[src/rtl/conv_seq_ctrl.sv]
// -----------------------------------------------------------------------------
// conv_seq_ctrl
// Start/done controlled tap sequencer for the convolution MAC array. A job can
// first load the TAPS kernel weights (KLOAD), then stream num_pix output
// pixels (RUN). Each pass walks a one-hot tap select through all TAPS taps.
//
// Ports
//   clk        in   rising-edge clock
//   rst        in   asynchronous active-high reset
//   start      in   job request, sampled only while idle
//   mode[1:0]  in   [0] reload kernel, [1] stream data (sampled with start)
//   num_pix    in   pixels to stream (sampled with start)
//   stall      in   freezes sequencing during KLOAD/RUN
//   sel        out  one-hot tap select, zero outside KLOAD/RUN
//   k_load     out  kernel register write strobe for tap sel
//   d_load     out  data window write strobe for tap sel
//   acc_clr    out  accumulator clear, with sel[0] in RUN
//   acc_valid  out  one-cycle pulse, accumulator holds a finished pixel
//   busy       out  high whenever not idle
//   done       out  one-cycle pulse on job completion
// -----------------------------------------------------------------------------
module conv_seq_ctrl #(
   parameter int TAPS  = 9,
   parameter int CNT_W = 16
) (
   input  logic             clk,
   input  logic             rst,
   input  logic             start,
   input  logic [1:0]       mode,
   input  logic [CNT_W-1:0] num_pix,
   input  logic             stall,
   output logic [TAPS-1:0]  sel,
   output logic             k_load,
   output logic             d_load,
   output logic             acc_clr,
   output logic             acc_valid,
   output logic             busy,
   output logic             done
);

   typedef enum logic [1:0] {
      ST_IDLE  = 2'd0,
      ST_KLOAD = 2'd1,
      ST_RUN   = 2'd2,
      ST_DONE  = 2'd3
   } state_t;

   localparam logic [TAPS-1:0]  SEL_FIRST = TAPS'(1);
   localparam logic [TAPS-1:0]  SEL_NONE  = {TAPS{1'b0}};
   localparam logic [CNT_W-1:0] CNT_ZERO  = {CNT_W{1'b0}};
   localparam logic [CNT_W-1:0] CNT_ONE   = CNT_W'(1);

   state_t           state_q, state_d;
   logic [TAPS-1:0]  sel_q, sel_d;
   logic [CNT_W-1:0] pix_q, pix_d;
   logic [CNT_W-1:0] num_q, num_d;
   logic             stream_q, stream_d;   // job continues into RUN after KLOAD
   logic             act_q, act_d;         // current tap cycle is a real (non-stalled) one
   logic             k_load_q, k_load_d;
   logic             d_load_q, d_load_d;
   logic             acc_clr_q, acc_clr_d;
   logic             acc_valid_q, acc_valid_d;
   logic             busy_q, busy_d;
   logic             done_q, done_d;
   logic [CNT_W-1:0] pix_inc_s;

   // pix_q < num_q whenever it is incremented, so this never overflows
   assign pix_inc_s = pix_q + CNT_ONE;

   // Registered state, counters and outputs
   always_ff @(posedge clk or posedge rst) begin
      if (rst) begin
         state_q     <= ST_IDLE;
         sel_q       <= SEL_NONE;
         pix_q       <= CNT_ZERO;
         num_q       <= CNT_ZERO;
         stream_q    <= 1'b0;
         act_q       <= 1'b0;
         k_load_q    <= 1'b0;
         d_load_q    <= 1'b0;
         acc_clr_q   <= 1'b0;
         acc_valid_q <= 1'b0;
         busy_q      <= 1'b0;
         done_q      <= 1'b0;
      end else begin
         state_q     <= state_d;
         sel_q       <= sel_d;
         pix_q       <= pix_d;
         num_q       <= num_d;
         stream_q    <= stream_d;
         act_q       <= act_d;
         k_load_q    <= k_load_d;
         d_load_q    <= d_load_d;
         acc_clr_q   <= acc_clr_d;
         acc_valid_q <= acc_valid_d;
         busy_q      <= busy_d;
         done_q      <= done_d;
      end
   end

   // Next-state sequencing and next-cycle output values
   always_comb begin
      state_d     = state_q;
      sel_d       = sel_q;
      pix_d       = pix_q;
      num_d       = num_q;
      stream_d    = stream_q;
      act_d       = 1'b0;
      acc_valid_d = 1'b0;

      case (state_q)
         ST_IDLE: begin
            if (start) begin
               num_d    = num_pix;
               stream_d = mode[1] && (num_pix != CNT_ZERO);
               pix_d    = CNT_ZERO;
               if (mode[0]) begin
                  state_d = ST_KLOAD;
                  sel_d   = SEL_FIRST;
                  act_d   = 1'b1;
               end else if ((mode == 2'b10) && (num_pix != CNT_ZERO)) begin
                  state_d = ST_RUN;
                  sel_d   = SEL_FIRST;
                  act_d   = 1'b1;
               end else begin
                  state_d = ST_DONE;
                  sel_d   = SEL_NONE;
               end
            end else begin
               sel_d = SEL_NONE;
            end
         end

         ST_KLOAD: begin
            // stall sampled now marks the coming cycle as a held (strobe-free) one
            act_d = ~stall;
            if (act_q) begin
               if (sel_q[TAPS-1]) begin
                  if (stream_q) begin
                     state_d = ST_RUN;
                     sel_d   = SEL_FIRST;
                  end else begin
                     state_d = ST_DONE;
                     sel_d   = SEL_NONE;
                  end
               end else begin
                  sel_d = {sel_q[TAPS-2:0], 1'b0};
               end
            end else begin
               sel_d = sel_q;
            end
         end

         ST_RUN: begin
            act_d = ~stall;
            if (act_q) begin
               if (sel_q[TAPS-1]) begin
                  pix_d       = pix_inc_s;
                  acc_valid_d = 1'b1;
                  if (pix_inc_s == num_q) begin
                     state_d = ST_DONE;
                     sel_d   = SEL_NONE;
                  end else begin
                     sel_d = SEL_FIRST;
                  end
               end else begin
                  sel_d = {sel_q[TAPS-2:0], 1'b0};
               end
            end else begin
               sel_d = sel_q;
            end
         end

         ST_DONE: begin
            state_d = ST_IDLE;
            sel_d   = SEL_NONE;
         end

         default: begin
            state_d = ST_IDLE;
            sel_d   = SEL_NONE;
         end
      endcase

      k_load_d  = (state_d == ST_KLOAD) && act_d;
      d_load_d  = (state_d == ST_RUN) && act_d;
      acc_clr_d = (state_d == ST_RUN) && act_d && sel_d[0];
      busy_d    = (state_d != ST_IDLE);
      done_d    = (state_d == ST_DONE);
   end

   assign sel       = sel_q;
   assign k_load    = k_load_q;
   assign d_load    = d_load_q;
   assign acc_clr   = acc_clr_q;
   assign acc_valid = acc_valid_q;
   assign busy      = busy_q;
   assign done      = done_q;

endmodule

[config.mk]
export PLATFORM = sky130hd
export DESIGN_NAME = conv_seq_ctrl
export DESIGN_NICKNAME = d
export VERILOG_FILES = /design/src/rtl/conv_seq_ctrl.sv
export SDC_FILE = /design/constraint.sdc
export NUM_CORES = 1
export LEC_CHECK = 0
export CORE_ASPECT_RATIO = 0.7
export CORE_MARGIN = 5
export CORE_UTILIZATION = 59
export DETAILED_ROUTE_END_ITERATION = 10
export GPL_TIMING_DRIVEN = 0
export MAX_ROUTING_LAYER = met4
export PLACE_DENSITY = 0.84
export SETUP_SLACK_MARGIN = 0.4
export SLEW_MARGIN = 0
export SYNTH_ARGS = -nofsm -noshare
export SYNTH_HDL_FRONTEND = slang
export SYNTH_SLANG_ARGS = --single-unit
[constraint.sdc]
create_clock -name clk -period 7.01 [get_ports clk]
set_input_delay 1.402 -clock clk [delete_from_list [all_inputs] [get_ports clk]]
set_output_delay 1.402 -clock clk [all_outputs]
set_load 0.03 [all_outputs]
==> flow_summary_export.csv <==
group,metric,value,unit
run_status,status,"finished clean",
synth,yosys-top-cells-count,"51 x dfrtp_1, 25 x o21ai_0, 21 x nor2_1",
power_and_ir_drop,p_leak,1.48,nW
clocking,cts_inserted_buffers,5,
synth,synth_warnings,0,
synth,ys_seq_area_share,44.5,%
clocking,htreeDepth,2,
synth,synthArstFlopShare,100,%
sta,finalSetupTns,0,ps
power_and_ir_drop,power_switching,0.402,mW
clocking,cts_hold_repair.buffers,0,
synth,synth_cell_types,49,
sta,min_period,3110,ps
route,drcViolationCount,0,
route,drt_iter0_drc,256,
clocking,cts_tree,"yes",
sta,tightest_slew,1210,ps
grt,antenna_found_initial,0,
worst_hold_path,min_path_type,"reg -> reg",
clocking,root_buffer,"clkbuf_8",
grt,grt_overflow,0,
power_and_ir_drop,combPwrFrac,39.6,%
synth,synth_top_area_share,44.5,%
grt,grt_usage,23.9,%
synth,synth-xor-area-share,6.41,%
critical_path,worstSetupPathType,"in -> reg",
synth,synth.most_common_cell,"dfrtp_1",
synth,syn_area,2870,um^2
sta,fmax,0.322,GHz
cells_and_area,final_util,72.3,%
floorplan,fp.dieArea,6380,um^2
grt,grt_pass1_vias,2277,
cells_and_area,layout.nets,356,
route,wire_per_inst,17.1,um
floorplan,die_w,93.3,um
cells_and_area,fillers,346,
critical_path,crit_arrival,3300,ps
floorplan,rows,21,
critical_path,cp-start-kind,"input port",
power_and_ir_drop,p_clk_share,19.9,%
synth,synth_area_per_cell,10.1,um^2
floorplan,initial_core_util,60.3,%
sta,whs,538,ps
route,drt_first_pass_iters,8,
sta,period_share,44.3,%
placement,place_congestion,0.908,
synth,synthSimpleGateAreaFrac,17.7,%
critical_path,worstSetupEndpointType,"flip-flop",
cells_and_area,n_antenna_cell,0,
synth,synth_top_area_cell,"dfrtp_1",
sta,hold_viol,0,
route,viasPerCell,6.12,
synth,synth_edf_count,0,
synth,synthTopCellsByArea,"dfrtp_1 44%, mux2_2 6.7%, o21ai_0 4.4%",
flow_run,maxCapViolations,0,
clocking,insertion_delay,320,ps
power_and_ir_drop,peakVddDrop,203,uV
route,vias,2436,
synth,synth-compound-area-share,17.6,%
cells_and_area,drive_gt1_share,13.4,%
synth,synthAdderAreaFrac,2.62,%
clocking,clkTransAtPathRegs,90,ps
sta,max-slew-margin-rel,18.5,%
floorplan,core,4760,um^2
critical_path,path_cells,"clkdlybuf4s50_1, nor4_1, a41oi_1, or2_2, a32oi_1, nor2_1, nand2_1, a211oi_1",
synth,ys_ff_latch,51,
power_and_ir_drop,power.density,309,nW/um^2
power_and_ir_drop,p_sw_share,37.8,%
placement,dp.final_hpwl,5.00,mm
route,wirelength,6.79,mm
clocking,clockBufferDepth,2,
floorplan,ios,37,
synth,synth_nets,313,
critical_path,max_stage_delay,420,ps
sta,slew_viol_final,0,
synth,ys.flop_type,"dfrtp_1",
floorplan,die_h,68.3,um
power_and_ir_drop,p_seq_share,40.6,%
critical_path,path_max_fanout,3,
critical_path,crit_slowest_cell,"clkdlybuf4s50_1",
power_and_ir_drop,p_int,0.663,mW
clocking,cts_setup_buffers,0,
synth,synth_top_family_by_area,"simple AND/OR/NAND/NOR gates",
sta,rsz0062_at_grt,"false",
sta,setup_viol,0,
placement,io_buffer_count,35,
sta,fin_skew,8.72,ps
grt,grt_pass1_wl,11.3,mm
grt,grt_start_max_net_pins,39,
clocking,cts_sinks,51,
clocking,cts_resized,0,
synth,synth_cells,285,
route,drtAntennaViolNets,0,
critical_path,required,7200,ps
cells_and_area,syn2layout_area_growth,19.9,%
synth,synthMuxAreaShare,7.02,%
[stage by stage]
stage / instances / worst slack [ps] / area [um^2] / total power, mW
6_report: 398 / 3900 / 3440 / 1.06
5_1_grt: 398 / 3830 / 3440 / 1.13
4_1_cts: 398 / 3910 / 3440 / 1.06
3_5_place_dp: 390 / 3600 / 3330 / 0.847
3_3_place_gp: 389 / 3420 / 3310 / 0.825
2_1_floorplan: 285 / 4210 / 2870 / 0.723
[power by group through the flow]
stage | registers [mW] | logic [mW] | clock network, mW
floorplan | 0.438 | 0.286 | 0
global placement | 0.431 | 0.394 | 0
detailed placement | 0.436 | 0.411 | 0
CTS | 0.430 | 0.418 | 0.214
global route | 0.440 | 0.463 | 0.227
finish | 0.432 | 0.421 | 0.211
[state kept, by name, indices dropped and copies added, names as in the netlist]
signal	count
num_q	16
pix_q	16
sel	9
state_q	2
acc_clr	1
acc_valid	1
act_q	1
busy	1
d_load	1
done	1
k_load	1
stream_q	1
[final timing paths]
kind	startpoint	to	slack (ps)	depth (start not counted)
max	num_pix[2]	acc_clr$_DFF_PP0_	3900	8
min	sel[5]$_DFFE_PP0P_	sel[5]$_DFFE_PP0P_	540	1
max reg2reg	state_q[0]$_DFF_PP0_	pix_q[15]$_DFFE_PP0P_	4230	9
min reg2reg	sel[5]$_DFFE_PP0P_	sel[5]$_DFFE_PP0P_	540	1
max in group asynchronous	rst	pix_q[7]$_DFFE_PP0P_	5170	3
min in group asynchronous	rst	pix_q[12]$_DFFE_PP0P_	1350	2
[per-layer routing]
metal	track usage [%]	vias up	wire length, um
met3	3.52	15	532
met2	35.9	124	3010
met4	7.86	0	116
li1	-	1127	-
met5	-	-	0
met1	33.7	1170	3140
[area by class of cell]
class	count	area, um^2	area share [%]
buffer	18	80.1	2.33
clock buffer	5	68.8	2.00
clock inverter	3	46.3	1.35
inverter	10	37.5	1.09
multi-input combinational	206	1480	42.9
sequential	51	1280	37.1
tap	69	86.3	2.51
timing repair buffer	36	370	10.8
[kinds of logic after synthesis]
| logic type | after synthesis |
|---|---|
| flops | 51 |
| mux | 18 |
| xor+xnor | 21 |
| buf+inv | 28 |
| simple gates | 87 |
| compound gates | 74 |
| fa+ha+maj | 6 |
[cells in the final DEF, fill, tap and decap left out, types with 6 or more instances in the layout]
| master | Yosys | final |
|---|---|---|
| a21oi_1 | 10 | 10 |
| a22o_1 | 13 | 13 |
| clkbuf_1 | 11 | 11 |
| clkdlybuf4s50_1 | 0 | 35 |
| dfrtp_1 | 51 | 51 |
| ha_1 | 6 | 6 |
| inv_1 | 10 | 9 |
| mux2_2 | 17 | 17 |
| nand2_1 | 20 | 20 |
| nand3_1 | 7 | 7 |
| nor2_1 | 21 | 21 |
| o21ai_0 | 25 | 25 |
| xnor2_1 | 14 | 14 |
| xor2_1 | 7 | 7 |
[worst max-delay path, delay by kind of cell]
kind            cells  cell delay, ps
simple gates        4             920
compound gates      3             550
buf+inv             1             420
Note: power is estimated with default switching activity, not from simulation.
==> edit 1, RTL diff (same flow settings) <==
`CNT_W`: 16 -> 12.
--- a/src/rtl/conv_seq_ctrl.sv
+++ b/src/rtl/conv_seq_ctrl.sv
@@ -21,7 +21,7 @@
 // -----------------------------------------------------------------------------
 module conv_seq_ctrl #(
    parameter int TAPS  = 9,
-   parameter int CNT_W = 16
+   parameter int CNT_W = 12
 ) (
    input  logic             clk,
    input  logic             rst,
Interface: changed (resized num_pix); port bits go from 37 to 33. No check against the original RTL was run, so the function may have changed too.
==> edit 1 against the unedited design <==
Design area down 17%. Setup slack worse by 0.13 ns. Routed wire length down 22%. Sequential share of layout area increased by 0.53 points. Synthesized area decreased by 17%. Via count decreased by 18%. Sequential cell count fell by 8. Highest routed layer unchanged.
Power is not compared: it rests on default switching activity, and its combinational part moved more than twofold at a synthesized area within 25%.
==> edit 1: results (changes against the unedited design) <==
1st-pass router iterations 5 (-3); outcome finished clean; PortBufs 31 (-11%); placed cells 326 (-16%); dominant synthesized flop cell dfrtp_1; antenna cell count 0 (unchanged); final hold slack 0.530 ns (-0.00754 ns); vias in the first global route 1,935 (-15%); Post-route DRC 0 (unchanged); first-pass GRT wire length 9250 um (-18%); detailed placer's ending HPWL 3990 um (-20%); reg2reg path depth 7 (-2); layout net count 305 (-14%); Crit Path Max Fanout 4 (+1); CTS clock-pin slew for the worst setup and hold paths 0.08 ns; async set-or-reset flop fraction in the synthesized netlist 100% (unchanged); r2r setup slk 4.61 ns (+0.38 ns); GRT Total Usage 22.0% (-2.0 points); syn nets 267 (-15%); VDD IR-drop max 0.000114 V; Leak 1.31 nW; register area share after synthesis 45.2% (+0.71 points); clk root buf clkbuf_8; Placer Congestion 0.866 (-4.6%); synth unique cells 44 (-10%); yosys warns 0 (unchanged); share of layout cells above drive strength 1 11.7% (-1.7 points); WP data arrival 3.44 ns (+0.14 ns); min-delay src sel[4]; min-delay worst type register to register; Cell Count, Final, Fillers Out 334 (-16%); maximum root-to-sink buffer count 2 (unchanged); number of CTS-inserted buffers 5 (unchanged); 1st-iter DRT viols 211 (-18%); post-route ant nets 0 (unchanged); Worst-Skew Late Latency 0.29 ns (-0.03 ns); WHS Endpoint sel[5]; hold depth 1 (unchanged); Slew HR 18.6% (+0.064 points); final hold viol count 0 (unchanged); top area cells in the synthesized netlist dfrtp_1 (45%), mux2_2 (6.1%), o21ai_0 (5.3%); Post-synth top cells dfrtp_1 (43), o21ai_0 (25), nand2_1 (20), nor2_1 (17), inv_1 (16); Vias/cell 5.99 (-2.1%); Post-Route WL 5300 um (-22%); R2R Path End k_load; FF-to-FF Start pix_q[0]; # Post-CTS Setup Buffers 0 (unchanged); Post-Route Skew 0.00537 ns (-0.00335 ns); syn_area_per_cell 9.80 um2 (-2.7%); initial antenna violation count 0 (unchanged); pin count of the biggest net entering global routing 44 (+13%); post-CTS sizing 0 (unchanged); fillers 287 (-17%); H-tree Lvls 2 (unchanged)
[edit 1: metrics by stage]
| step | setup slack (ns) | cell area (um2) | total power, mW |
|---|---|---|---|
| 2_1_floorplan | 4.36 | 2380 | 0.263 |
| 3_3_place_gp | 3.56 | 2760 | 0.276 |
| 3_5_place_dp | 3.55 | 2760 | 0.277 |
| 4_1_cts | 3.85 | 2860 | 0.449 |
| 5_1_grt | 3.62 | 2860 | 0.464 |
| 6_report | 3.78 | 2860 | 0.446 |
[edit 1: per-layer routing]
metal	wire length (um)	part of all wire [%]	track usage, %
met3	480	9.1	5.08
met2	2220	42	29.5
met4	61	1.2	7.51
met1	2540	48	32.4
met5	0	0	-
[edit 1: where the power goes]
group	internal, mW	leakage (nW)	total (mW)	switching, mW
sequential	0.248	0.585	0.249	0.000590
combinational	0.0102	0.674	0.0226	0.0124
clock	0.0896	0.0505	0.174	0.0849
total	0.348	1.31	0.446	0.0978
[edit 1: area by class of cell]
type,count,share of cell area (%)
multi-input combinational,175,42.2
sequential,43,37.6
timing repair buffer,31,10.8
clock buffer,7,3.37
tap,52,2.27
inverter,16,2.10
buffer,9,1.36
clock inverter,1,0.262
[edit 1: worst max path at each step]
stage / start / to / slack (ns)
2_1_floorplan: start / acc_clr / 4.36
4_1_cts: num_pix[10] / acc_clr / 3.85
5_1_grt: num_pix[10] / acc_clr / 3.62
6_report: num_pix[10] / acc_clr / 3.78
3_3_place_gp: num_pix[10] / acc_clr / 3.56
3_5_place_dp: num_pix[10] / acc_clr / 3.55
[edit 1: logic make-up (layout without fill, tap and decap cells)]
family          count (synthesis)  in the layout  share of synthesized area, %
fa+ha+maj                       6              6                          3.15
mux                            13             13                          6.15
xor+xnor                       18             18                          6.62
simple gates                   77             77                          17.8
compound gates                 61             61                          17.0
buf+inv                        25             64                          4.15
flops                          43             43                          45.2
[edit 1: critical path: stages]
cell	delay, ns
clkdlybuf4s50_1	0.51
nor4_1	0.06
a31oi_1	0.36
a21oi_1	0.19
nor3_1	0.53
o2111ai_1	0.20
o22ai_1	0.19
==> edit 2, RTL diff (same flow settings) <==
Without the edit above. Re-encode `state_t` (4 states) as Gray code, 2 bits wide.
--- a/src/rtl/conv_seq_ctrl.sv
+++ b/src/rtl/conv_seq_ctrl.sv
@@ -39,10 +39,10 @@
 );
 
    typedef enum logic [1:0] {
-      ST_IDLE  = 2'd0,
-      ST_KLOAD = 2'd1,
-      ST_RUN   = 2'd2,
-      ST_DONE  = 2'd3
+      ST_IDLE  = 2'b00,
+      ST_KLOAD = 2'b01,
+      ST_RUN   = 2'b11,
+      ST_DONE  = 2'b10
    } state_t;
 
    localparam logic [TAPS-1:0]  SEL_FIRST = TAPS'(1);
Behaviour: no difference found for any inputs over 10 cycles, from zero or initial values and one cycle with rst high; not proved beyond that.
==> edit 2 against the unedited design <==
Via count is 7.0% lower. Global-route usage down 2.6 points. Count of clock-buffer cells in the layout unchanged. Sequential share of layout area increased by 0.42 points. Sequential cell count unchanged. Utilization is 0.42 points lower. Synthesized area down 0.39%. Total power is 9.0% lower. Routed wire length down 8.6%. Design area is 1.1% lower. Setup slack got worse by 0.12 ns. Maximum frequency is 3.8% lower. Critical path type unchanged. Highest routed layer unchanged.
==> edit 2: results (changes against the unedited design) <==
r2r setup slk 4.29 ns (+0.06 ns); yosys warns 0 (unchanged); fillers 336 (-2.9%); VDD IR-drop max 0.000127 V (-38%); clk root buf clkbuf_8; pin count of the biggest net entering global routing 44 (+13%); Post-synth top cells dfrtp_1 (51), nand2_1 (27), o21ai_0 (24), mux2_2 (17); area share of the largest cell type after synthesis 44.7% (+0.18 points); outcome finished clean; H-tree Lvls 2 (unchanged); Worst-Margin Slew 0.560 ns (-0.645 ns); PortBufs 36 (+2.9%); Worst path max stage delay 0.49 ns (+0.07 ns); DR WL met3 482 um (-9.4%); Setup crit end pix_q[7]; WP data arrival 3.43 ns (+0.13 ns); Worst-Skew Late Latency 0.31 ns; FF-to-FF Start pix_q[0]; first-pass GRT wire length 10,100 um (-11%); CP delay by family, top buffers and inverters; maximum root-to-sink buffer count 2 (unchanged); 1st-iter DRT viols 169 (-34%); R2R Path End acc_clr; vias 2,265 (-7.0%); Post-Route WL 6200 um (-8.6%); synthesized instance count 281 (-1.4%); Leak 1.45 nW (-1.7%); Post-Route Skew 0.0135 ns (+0.00481 ns); vias in the first global route 2,059 (-9.6%); detailed placer's ending HPWL 4580 um (-8.5%); Psw 0.378 mW (-6.1%); pre-CTS setup slack 3.50 ns (-0.0960 ns); layout net count 348 (-2.2%); post-CTS sizing 0 (unchanged); fin crit period 3.23 ns (+0.121 ns); # Post-CTS Setup Buffers 0 (unchanged); Placer Congestion 0.884 (-2.6%); met2 wire len 2600 um (-13%); M1 wire length 3050 um (-2.6%); synth unique cells 58 (+18%); 1st-pass router iterations 4 (-4); async set-or-reset flop fraction in the synthesized netlist 100% (unchanged); Critical Path Source start; number of CTS-inserted buffers 5 (unchanged); DR WL/cell 16.2 um (-5.1%); register area share after synthesis 44.7% (+0.18 points); share of layout cells above drive strength 1 16.0% (+2.6 points); syn nets 304 (-2.9%); placed cells 375 (-3.8%); Crit Path Max Fanout 10 (+7); GRT Total Usage 21.3% (-2.6 points); Slowest cell on crit path nor2_1; top area cells in the synthesized netlist dfrtp_1 (45%), mux2_2 (6.7%), o21ai_0 (4.2%)
## edit 2: changes by cell type in the layout (fill, tap and decap cells not counted), sizes merged, moves of 6 or more
| cell | before | now |
|---|---|---|
| a22o | 13 | 1 |
| and2 | 1 | 10 |
| nor2 | 21 | 11 |
| nand2 | 20 | 27 |
| o22ai | 0 | 6 |
## edit 2: area by class of cell
class                      count  area, um2  share of cell area [%]
buffer                        18        109                    3.20
clock buffer                   5       68.8                    2.02
clock inverter                 3       23.8                   0.699
inverter                      12       45.0                    1.32
multi-input combinational    200       1430                    42.0
sequential                    51       1280                    37.5
tap                           57       71.3                    2.10
timing repair buffer          37        380                    11.2
## edit 2: cell families after synthesis
group	after synthesis	share of synthesized area, %
buffers and inverters	30	5.39
adder cells (fa/ha/maj)	1	0.438
AO/OA/AOI/OAI	61	14.4
AND/OR/NAND/NOR	96	20.2
multiplexers	18	7.05
flip-flops	51	44.7
XOR/XNOR	24	7.84
## edit 2: routing by layer
layer  global-route usage, %  vias to the layer above
met1                    31.4                     1079
li1                        -                     1094
met3                    3.52                        8
met4                    5.67                        0
met2                    30.6                       84
met5                       -                        -
## edit 2: worst min-delay path by stage
stage | start | endpoint | slack (ns) | cells past startpoint
6_report | num_q[1] | num_q[1] | 0.53 | 1
2_1_floorplan | pix_q[14] | pix_q[14] | 0.48 | 1
5_1_grt | pix_q[14] | pix_q[14] | 0.55 | 1
3_3_place_gp | pix_q[14] | pix_q[14] | 0.51 | 1
4_1_cts | pix_q[14] | pix_q[14] | 0.53 | 1
3_5_place_dp | pix_q[14] | pix_q[14] | 0.51 | 1
## edit 2: power groups by stage
stage | Sequential, mW | Clock [mW] | Combinational (mW)
CTS | 0.403 | 0.181 | 0.385
global placement | 0.406 | 0 | 0.371
global route | 0.411 | 0.192 | 0.424
floorplan | 0.414 | 0 | 0.282
finish | 0.404 | 0.179 | 0.387
detailed placement | 0.409 | 0 | 0.382
## edit 2: worst reg2reg max path: cells and delay by family (launching register included)
| family | cells | cell delay, ns |
|---|---|---|
| DFF | 1 | 0.50 |
| adders and majority gates | 1 | 0.31 |
| and+or+nand+nor | 4 | 0.80 |
| AOI/OAI and AO/OA | 3 | 0.75 |
| buffers and inverters | 1 | 0.27 |
## edit 2: through the flow
step,power (mW),area (um2)
global placement,0.777,3290
detailed placement,0.790,3310
global route,1.03,3400
CTS,0.969,3400
finish,0.969,3400
floorplan,0.696,2860
